==> config.mk <==
export PLATFORM = sky130hd
export DESIGN_NAME = alu_exec_unit
export DESIGN_NICKNAME = d
export VERILOG_FILES = /design/src/rtl/alu_exec_unit.sv
export SDC_FILE = /design/constraint.sdc
export NUM_CORES = 1
export LEC_CHECK = 0
export CAP_MARGIN = 20
export CELL_PAD_IN_SITES_DETAIL_PLACEMENT = 1
export CELL_PAD_IN_SITES_GLOBAL_PLACEMENT = 1
export CORE_UTILIZATION = 45
export CTS_CLUSTER_DIAMETER = 100
export DETAILED_ROUTE_END_ITERATION = 6
export HOLD_SLACK_MARGIN = 0.05
export PLACE_DENSITY = 0.86
export SETUP_SLACK_MARGIN = 0.1
export SLEW_MARGIN = 5
export SYNTH_ARGS = -nofsm -noshare
export SYNTH_HDL_FRONTEND = slang
export SYNTH_SLANG_ARGS = --single-unit
==> constraint.sdc <==
create_clock -name clk -period 5.21 [get_ports clk]
set_clock_uncertainty 0.15 [all_clocks]
set_input_delay 0.521 -clock clk [delete_from_list [all_inputs] [get_ports clk]]
set_output_delay 0.521 -clock clk [all_outputs]
set_load 0.05 [all_outputs]
==> src/rtl/alu_exec_unit.sv <==
// alu_exec_unit
//   EX-stage execute unit. ADD/SUB/AND/OR, illegal codes and zero-amount
//   shifts finish on the accept edge. Non-zero shifts move one bit per
//   cycle. MUL is a shift-add that takes exactly WIDTH cycles.
//
// Ports
//   clk        rising-edge clock
//   rst        asynchronous active-high reset
//   start_i    request; taken only while ready_o is high
//   control_i  4-bit ALU control code, sampled at accept
//   a_i, b_i   operands, sampled at accept
//   ready_o    unit is idle and can accept a request this cycle
//   done_o     one-cycle pulse; result_o/zero_o/illegal_o are new
//   result_o   result, held until the next done_o
//   zero_o     result_o == 0, held with result_o
//   illegal_o  accepted code was unsupported, held with result_o
//
// state   | meaning
// --------+--------------------------------------------------------
// S_IDLE  | ready; single-cycle ops are written on the accept edge
// S_SHIFT | one bit per cycle, r_cnt counts down the remaining bits
// S_MUL   | shift-add, one multiplier bit per cycle, WIDTH cycles

module alu_exec_unit #(
  parameter int WIDTH = 32
) (
  input  logic             clk,
  input  logic             rst,
  input  logic             start_i,
  input  logic [3:0]       control_i,
  input  logic [WIDTH-1:0] a_i,
  input  logic [WIDTH-1:0] b_i,
  output logic             ready_o,
  output logic             done_o,
  output logic [WIDTH-1:0] result_o,
  output logic             zero_o,
  output logic             illegal_o
);

  localparam int SW = $clog2(WIDTH);
  localparam int CW = SW + 1;

  localparam logic [1:0] S_IDLE  = 2'd0;
  localparam logic [1:0] S_SHIFT = 2'd1;
  localparam logic [1:0] S_MUL   = 2'd2;

  localparam logic [3:0] OP_AND = 4'b0000;
  localparam logic [3:0] OP_OR  = 4'b0001;
  localparam logic [3:0] OP_ADD = 4'b0010;
  localparam logic [3:0] OP_SLL = 4'b0011;
  localparam logic [3:0] OP_SRL = 4'b0100;
  localparam logic [3:0] OP_SRA = 4'b0101;
  localparam logic [3:0] OP_SUB = 4'b0110;
  localparam logic [3:0] OP_MUL = 4'b1000;

  logic [1:0]       r_state;
  logic [3:0]       r_ctrl;
  logic [WIDTH-1:0] r_val;     // shift operand, or multiplicand during MUL
  logic [WIDTH-1:0] r_mplier;
  logic [WIDTH-1:0] r_acc;
  logic [CW-1:0]    r_cnt;
  logic [WIDTH-1:0] r_result;
  logic             r_zero;
  logic             r_illegal;
  logic             r_done;

  logic             w_accept;
  logic             w_is_shift;
  logic [SW-1:0]    w_amt;
  logic [WIDTH-1:0] w_alu_res;
  logic             w_alu_ill;
  logic [WIDTH-1:0] w_shift_next;
  logic [WIDTH-1:0] w_acc_next;

  assign w_accept   = start_i && (r_state == S_IDLE);
  assign w_amt      = b_i[SW-1:0];
  assign w_is_shift = (control_i == OP_SLL) || (control_i == OP_SRL) ||
                      (control_i == OP_SRA);

  // Single-cycle result. For shifts this is only used when the amount is
  // zero, where the result is simply operand A.
  always_comb begin
    w_alu_res = '0;
    w_alu_ill = 1'b0;
    case (control_i)
      OP_ADD:                 w_alu_res = a_i + b_i;
      OP_SUB:                 w_alu_res = a_i - b_i;
      OP_AND:                 w_alu_res = a_i & b_i;
      OP_OR:                  w_alu_res = a_i | b_i;
      OP_SLL, OP_SRL, OP_SRA: w_alu_res = a_i;
      OP_MUL:                 w_alu_res = '0;
      default:                w_alu_ill = 1'b1;
    endcase
  end

  always_comb begin
    w_shift_next = {1'b0, r_val[WIDTH-1:1]};
    case (r_ctrl)
      OP_SLL:  w_shift_next = {r_val[WIDTH-2:0], 1'b0};
      OP_SRA:  w_shift_next = {r_val[WIDTH-1], r_val[WIDTH-1:1]};
      default: w_shift_next = {1'b0, r_val[WIDTH-1:1]};
    endcase
  end

  assign w_acc_next = r_mplier[0] ? (r_acc + r_val) : r_acc;

  always_ff @(posedge clk or posedge rst) begin
    if (rst) begin
      r_state   <= S_IDLE;
      r_ctrl    <= '0;
      r_val     <= '0;
      r_mplier  <= '0;
      r_acc     <= '0;
      r_cnt     <= '0;
      r_result  <= '0;
      r_zero    <= 1'b1;
      r_illegal <= 1'b0;
      r_done    <= 1'b0;
    end else begin
      r_done <= 1'b0;
      case (r_state)
        S_IDLE: begin
          if (w_accept) begin
            r_ctrl <= control_i;
            if (control_i == OP_MUL) begin
              r_val    <= a_i;
              r_mplier <= b_i;
              r_acc    <= '0;
              r_cnt    <= CW'(WIDTH);
              r_state  <= S_MUL;
            end else if (w_is_shift && (w_amt != '0)) begin
              r_val   <= a_i;
              r_cnt   <= {1'b0, w_amt};
              r_state <= S_SHIFT;
            end else begin
              r_result  <= w_alu_res;
              r_zero    <= (w_alu_res == '0);
              r_illegal <= w_alu_ill;
              r_done    <= 1'b1;
            end
          end
        end
        S_SHIFT: begin
          r_val <= w_shift_next;
          r_cnt <= r_cnt - CW'(1);
          if (r_cnt == CW'(1)) begin
            r_result  <= w_shift_next;
            r_zero    <= (w_shift_next == '0);
            r_illegal <= 1'b0;
            r_done    <= 1'b1;
            r_state   <= S_IDLE;
          end
        end
        S_MUL: begin
          r_acc    <= w_acc_next;
          r_val    <= {r_val[WIDTH-2:0], 1'b0};
          r_mplier <= {1'b0, r_mplier[WIDTH-1:1]};
          r_cnt    <= r_cnt - CW'(1);
          if (r_cnt == CW'(1)) begin
            r_result  <= w_acc_next;
            r_zero    <= (w_acc_next == '0);
            r_illegal <= 1'b0;
            r_done    <= 1'b1;
            r_state   <= S_IDLE;
          end
        end
        default: r_state <= S_IDLE;
      endcase
    end
  end

  assign ready_o   = (r_state == S_IDLE);
  assign done_o    = r_done;
  assign result_o  = r_result;
  assign zero_o    = r_zero;
  assign illegal_o = r_illegal;

endmodule

==> impl_summary.txt <==
----------------------------------------------------
[Outcome]
  Run status ... completed

[Routing]
  Average wire per cell in the routed design ... approximately 23 microns
  Drt drc ... 0
  Final antenna-violating net count ... 0
  Via count of the routed design ... about 14000
  Wire length reported by the detailed router ... between 50000 and 60000 microns
  Number of vias per cell after detailed routing ... 6.45
  First DRT Iteration DRCs ... approximately 1300
  Pre-antenna DRT Iters ... 5

[Global route]
  First-pass GRT wire length ... around 84000 microns
  Number of global-route vias before repair ... between 10000 and 15000
  Overall fraction of global-route tracks in use ... 0.351
  Number of antenna violations at the first check in global routing ... 1
  Global route overflow ... 0
  Maximum number of pins on one net before global-route repair ... 85

[Layout]
  Number of nets at the end of the flow ... about 2000
  Area growth, synth to finish ... 20.0%
  Post-layout instance area ... 15900 sq um
  ANT cells ... 0
  Layout cell share with drive strength beyond 1 ... 0.119

[Clock network]
  CTS tree ... done
  Maximum root-to-sink buffer count ... 2
  Insertion delay of the later-clocked pin in the worst-skew pair ... 450 ps
  TritonCTS buffer count ... 17
  H-tree lvl count ... 4
  Clock transition at the register clock pins on the worst setup and hold paths after CTS ... 70 ps
  Root Driver ... sky130_fd_sc_hd__clkbuf_16
  Quantity of hold-fixing buffers added after cts ... 0
  CTS sink count ... ~140

[Synthesis]
  Dominant cell by count in the synthesized netlist ... sky130_fd_sc_hd__nand2_1
  Post-synthesis average cell area ... 7.71 sq um
  Top cell types by occurrence after synthesis ... 298 x sky130_fd_sc_hd__nand2_1, 187 x sky130_fd_sc_hd__o21ai_0, 146 x sky130_fd_sc_hd__a21oi_1, 142 x sky130_fd_sc_hd__dfrtp_1, 95 x sky130_fd_sc_hd__clkbuf_1
  Asr flop ratio synth ... 1.00
  Count of flip-flops with a built-in enable after synthesis ... 0
  Instance count of the mapped netlist ... about 1700
  Yosys warnings ... 0
  Cell taking the most area after synthesis ... sky130_fd_sc_hd__dfrtp_1
  Area share of the leading cell type in the synthesized netlist ... 0.268
  Number of different library cells in the post-synthesis netlist ... between 80 and 90
  Most used flip-flop cell after synthesis ... sky130_fd_sc_hd__dfrtp_1
  Cell area after synthesis ... 13300 sq um
  Share of the yosys chip area belonging to registers ... 0.270
  Count of state elements after synthesis ... 143
  Most area-consuming cells after synthesis ... sky130_fd_sc_hd__dfrtp_1 27%, sky130_fd_sc_hd__nand2_1 8.4%, sky130_fd_sc_hd__o21ai_0 7.1%
  Net count after synthesis ... 1865

[Die]
  Die outline height ... 174 microns
  Number of rows created at floorplan ... between 60 and 70
  Num ports ... approximately 110
  Die Footprint ... around 30000 sq um
  Initial core utilization ... 0.460
  Horiz. Die Dim ... 174 microns
  Area inside the core boundary ... approximately 29000 sq um

[Placed design]
  Final weighted congestion of routability-driven global placement ... between 0.9 and 1
  Count of port buffers added during placement ... approximately 110
  Dpl cell area ... around 15000 sq um
  DPL Wire Length ... a little under 40000 microns

[Worst hold path]
  Worst min-delay path class ... reg2reg

[STA]
  Post-route clock period utilization ... 0.924
  Actual slew at the worst max-slew pin ... between 900 and 1000 ps
  Min cycle time layout ... 4810 ps
  F_max ... slightly above 0.2 GHz
  Setup repair after global routing missed its margin ... false
  Normalized max-slew margin ... 0.394
  Number of slew-limit violations in the final report ... 0
  Hold violation total from the final report ... 0
  Setup-failing EPs final ... 0

[Worst setup path]
  Critical Path RT ... about 5400 ps
  Type of the worst setup path ... in2reg
  Crit. End Element ... flop
  Peak fanout along the critical path ... 5
  Data arrival at the endpoint of the critical path ... a little over 5000 ps
  Slack of the worst reg-to-reg path ... between 900 and 1000 ps
  Category of the worst setup path launch point ... primary input

[Power and ir drop]
  Overall power ... about 8.1 mW
  Pwr Density ... around 500 nW/um^2
  Worst IR Drop VDD ... 0.280 mV
  Total leakage power ... ~6.8 nW

[Flow run]
  # Max-Cap Violations ... 0

----------------------------------------------------
## where the power goes
| group | total [mW] | internal, mW | switching [mW] |
|---|---|---|---|
| clock | 1.32 | 0.755 | 0.565 |
| combinational | 4.76 | 1.69 | 3.06 |
| sequential | 2.07 | 1.56 | 0.513 |
## routing by layer
layer / vias to the layer above / routed length (microns) / global-route usage
met4: 0 / 1960 / 0.139
li1: 6604 / - / -
met5: - / 0 / 0
met3: 118 / 2790 / 0.0430
met1: 7240 / 23300 / 0.473
met2: 496 / 24700 / 0.571
## state kept, by name, summed over array words and instances, names as in the netlist
signal     cells
result_o      32
zero_o         1
done_o         1
r_state        2
r_val         32
r_acc         32
r_ctrl         4
r_cnt          6
illegal_o      1
r_mplier      32
## critical path, stage by stage
cell                              delay [ps]
sky130_fd_sc_hd__clkdlybuf4s50_1         430
sky130_fd_sc_hd__inv_1                   130
sky130_fd_sc_hd__ha_1                    270
sky130_fd_sc_hd__nor3b_1                 270
sky130_fd_sc_hd__ha_1                    280
sky130_fd_sc_hd__a21oi_1                 130
sky130_fd_sc_hd__ha_1                    270
sky130_fd_sc_hd__buf_4                   160
sky130_fd_sc_hd__o21ai_0                 360
sky130_fd_sc_hd__a211oi_1                130
sky130_fd_sc_hd__buf_4                   190
sky130_fd_sc_hd__o31ai_1                 490
sky130_fd_sc_hd__a21oi_1                 150
sky130_fd_sc_hd__or3_1                   350
sky130_fd_sc_hd__a311oi_1                280
sky130_fd_sc_hd__and4b_1                 240
sky130_fd_sc_hd__o211a_1                 160
sky130_fd_sc_hd__nand4b_1                110
sky130_fd_sc_hd__nand3_1                 110
## kinds of logic after synthesis
family                     synth area share
muxes                                0.0598
xor gates and xnor gates             0.0409
AOI/OAI and AO/OA                     0.299
DFF                                   0.270
and+or+nand+nor                       0.218
adders and majority gates            0.0709
buffers and inverters                0.0423
## what timing repair did
| action | 4_1_cts | 5_1_grt |
|---|---|---|
| setup endpoints to repair | 0 | 3 |
| setup buffers | 0 | 0 |
| endpoints found under the hold margin | 0 | 0 |
| resized for setup | 0 | 9 |
## placed cells by master, fill, tap and decap left out, types with 19 or more instances in the layout
cell type,synthesis,layout
sky130_fd_sc_hd__nor2b_1,33,33
sky130_fd_sc_hd__o31ai_1,35,34
sky130_fd_sc_hd__xnor2_1,41,41
sky130_fd_sc_hd__nand2b_1,19,19
sky130_fd_sc_hd__nand2_1,298,298
sky130_fd_sc_hd__buf_4,0,116
sky130_fd_sc_hd__nor2_1,81,81
sky130_fd_sc_hd__ha_1,72,70
sky130_fd_sc_hd__nor3_1,29,29
sky130_fd_sc_hd__inv_1,31,30
sky130_fd_sc_hd__xor2_1,21,21
sky130_fd_sc_hd__nand3_1,25,25
sky130_fd_sc_hd__mux2i_1,41,40
sky130_fd_sc_hd__nor4_1,22,20
sky130_fd_sc_hd__a21o_1,33,33
sky130_fd_sc_hd__a221oi_1,21,21
sky130_fd_sc_hd__dfrtp_1,142,141
sky130_fd_sc_hd__o211ai_1,37,37
sky130_fd_sc_hd__nand4_1,21,21
sky130_fd_sc_hd__mux2_2,34,34
sky130_fd_sc_hd__a21oi_1,146,145
sky130_fd_sc_hd__o21ai_0,187,185
sky130_fd_sc_hd__clkdlybuf4s50_1,0,106
## worst paths after layout
kind / start / end / cells after the start
max reg2reg: r_val[2]$_DFFE_PP0P_ / zero_o$_DFFE_PP1P_ / 12
max: b_i[1] / zero_o$_DFFE_PP1P_ / 19
min reg2reg: r_mplier[29]$_DFFE_PP0P_ / r_mplier[29]$_DFFE_PP0P_ / 2
min: r_mplier[29]$_DFFE_PP0P_ / r_mplier[29]$_DFFE_PP0P_ / 2
min in group asynchronous: rst / r_acc[0]$_DFFE_PP0P_ / 2
max in group asynchronous: rst / r_mplier[19]$_DFFE_PP0P_ / 3
## through the flow
stage | instances | utilization | worst slack (ps) | TNS [ps] | hold slack, ps
floorplan | 1720 | - | 208 | 0 | 300
global placement | 2212 | 0.530 | -14.8 | -14.8 | 310
detailed placement | 2212 | 0.530 | -183 | -314 | 320
CTS | 2243 | 0.550 | 255 | 0 | 340
global route | 2243 | 0.552 | 89.2 | 0 | 360
finish | 2243 | 0.552 | 396 | 0 | 334
## area by class of cell
class,count,area (sq um)
well taps,384,480
repair buffers,222,1930
fillers,3539,12900
clock inverters,12,160
flip-flops and latches,143,3580
multi-input cells,1430,9200
inverters,33,129
clock buffers,19,433
Note: power is estimated with default switching activity, not from simulation.
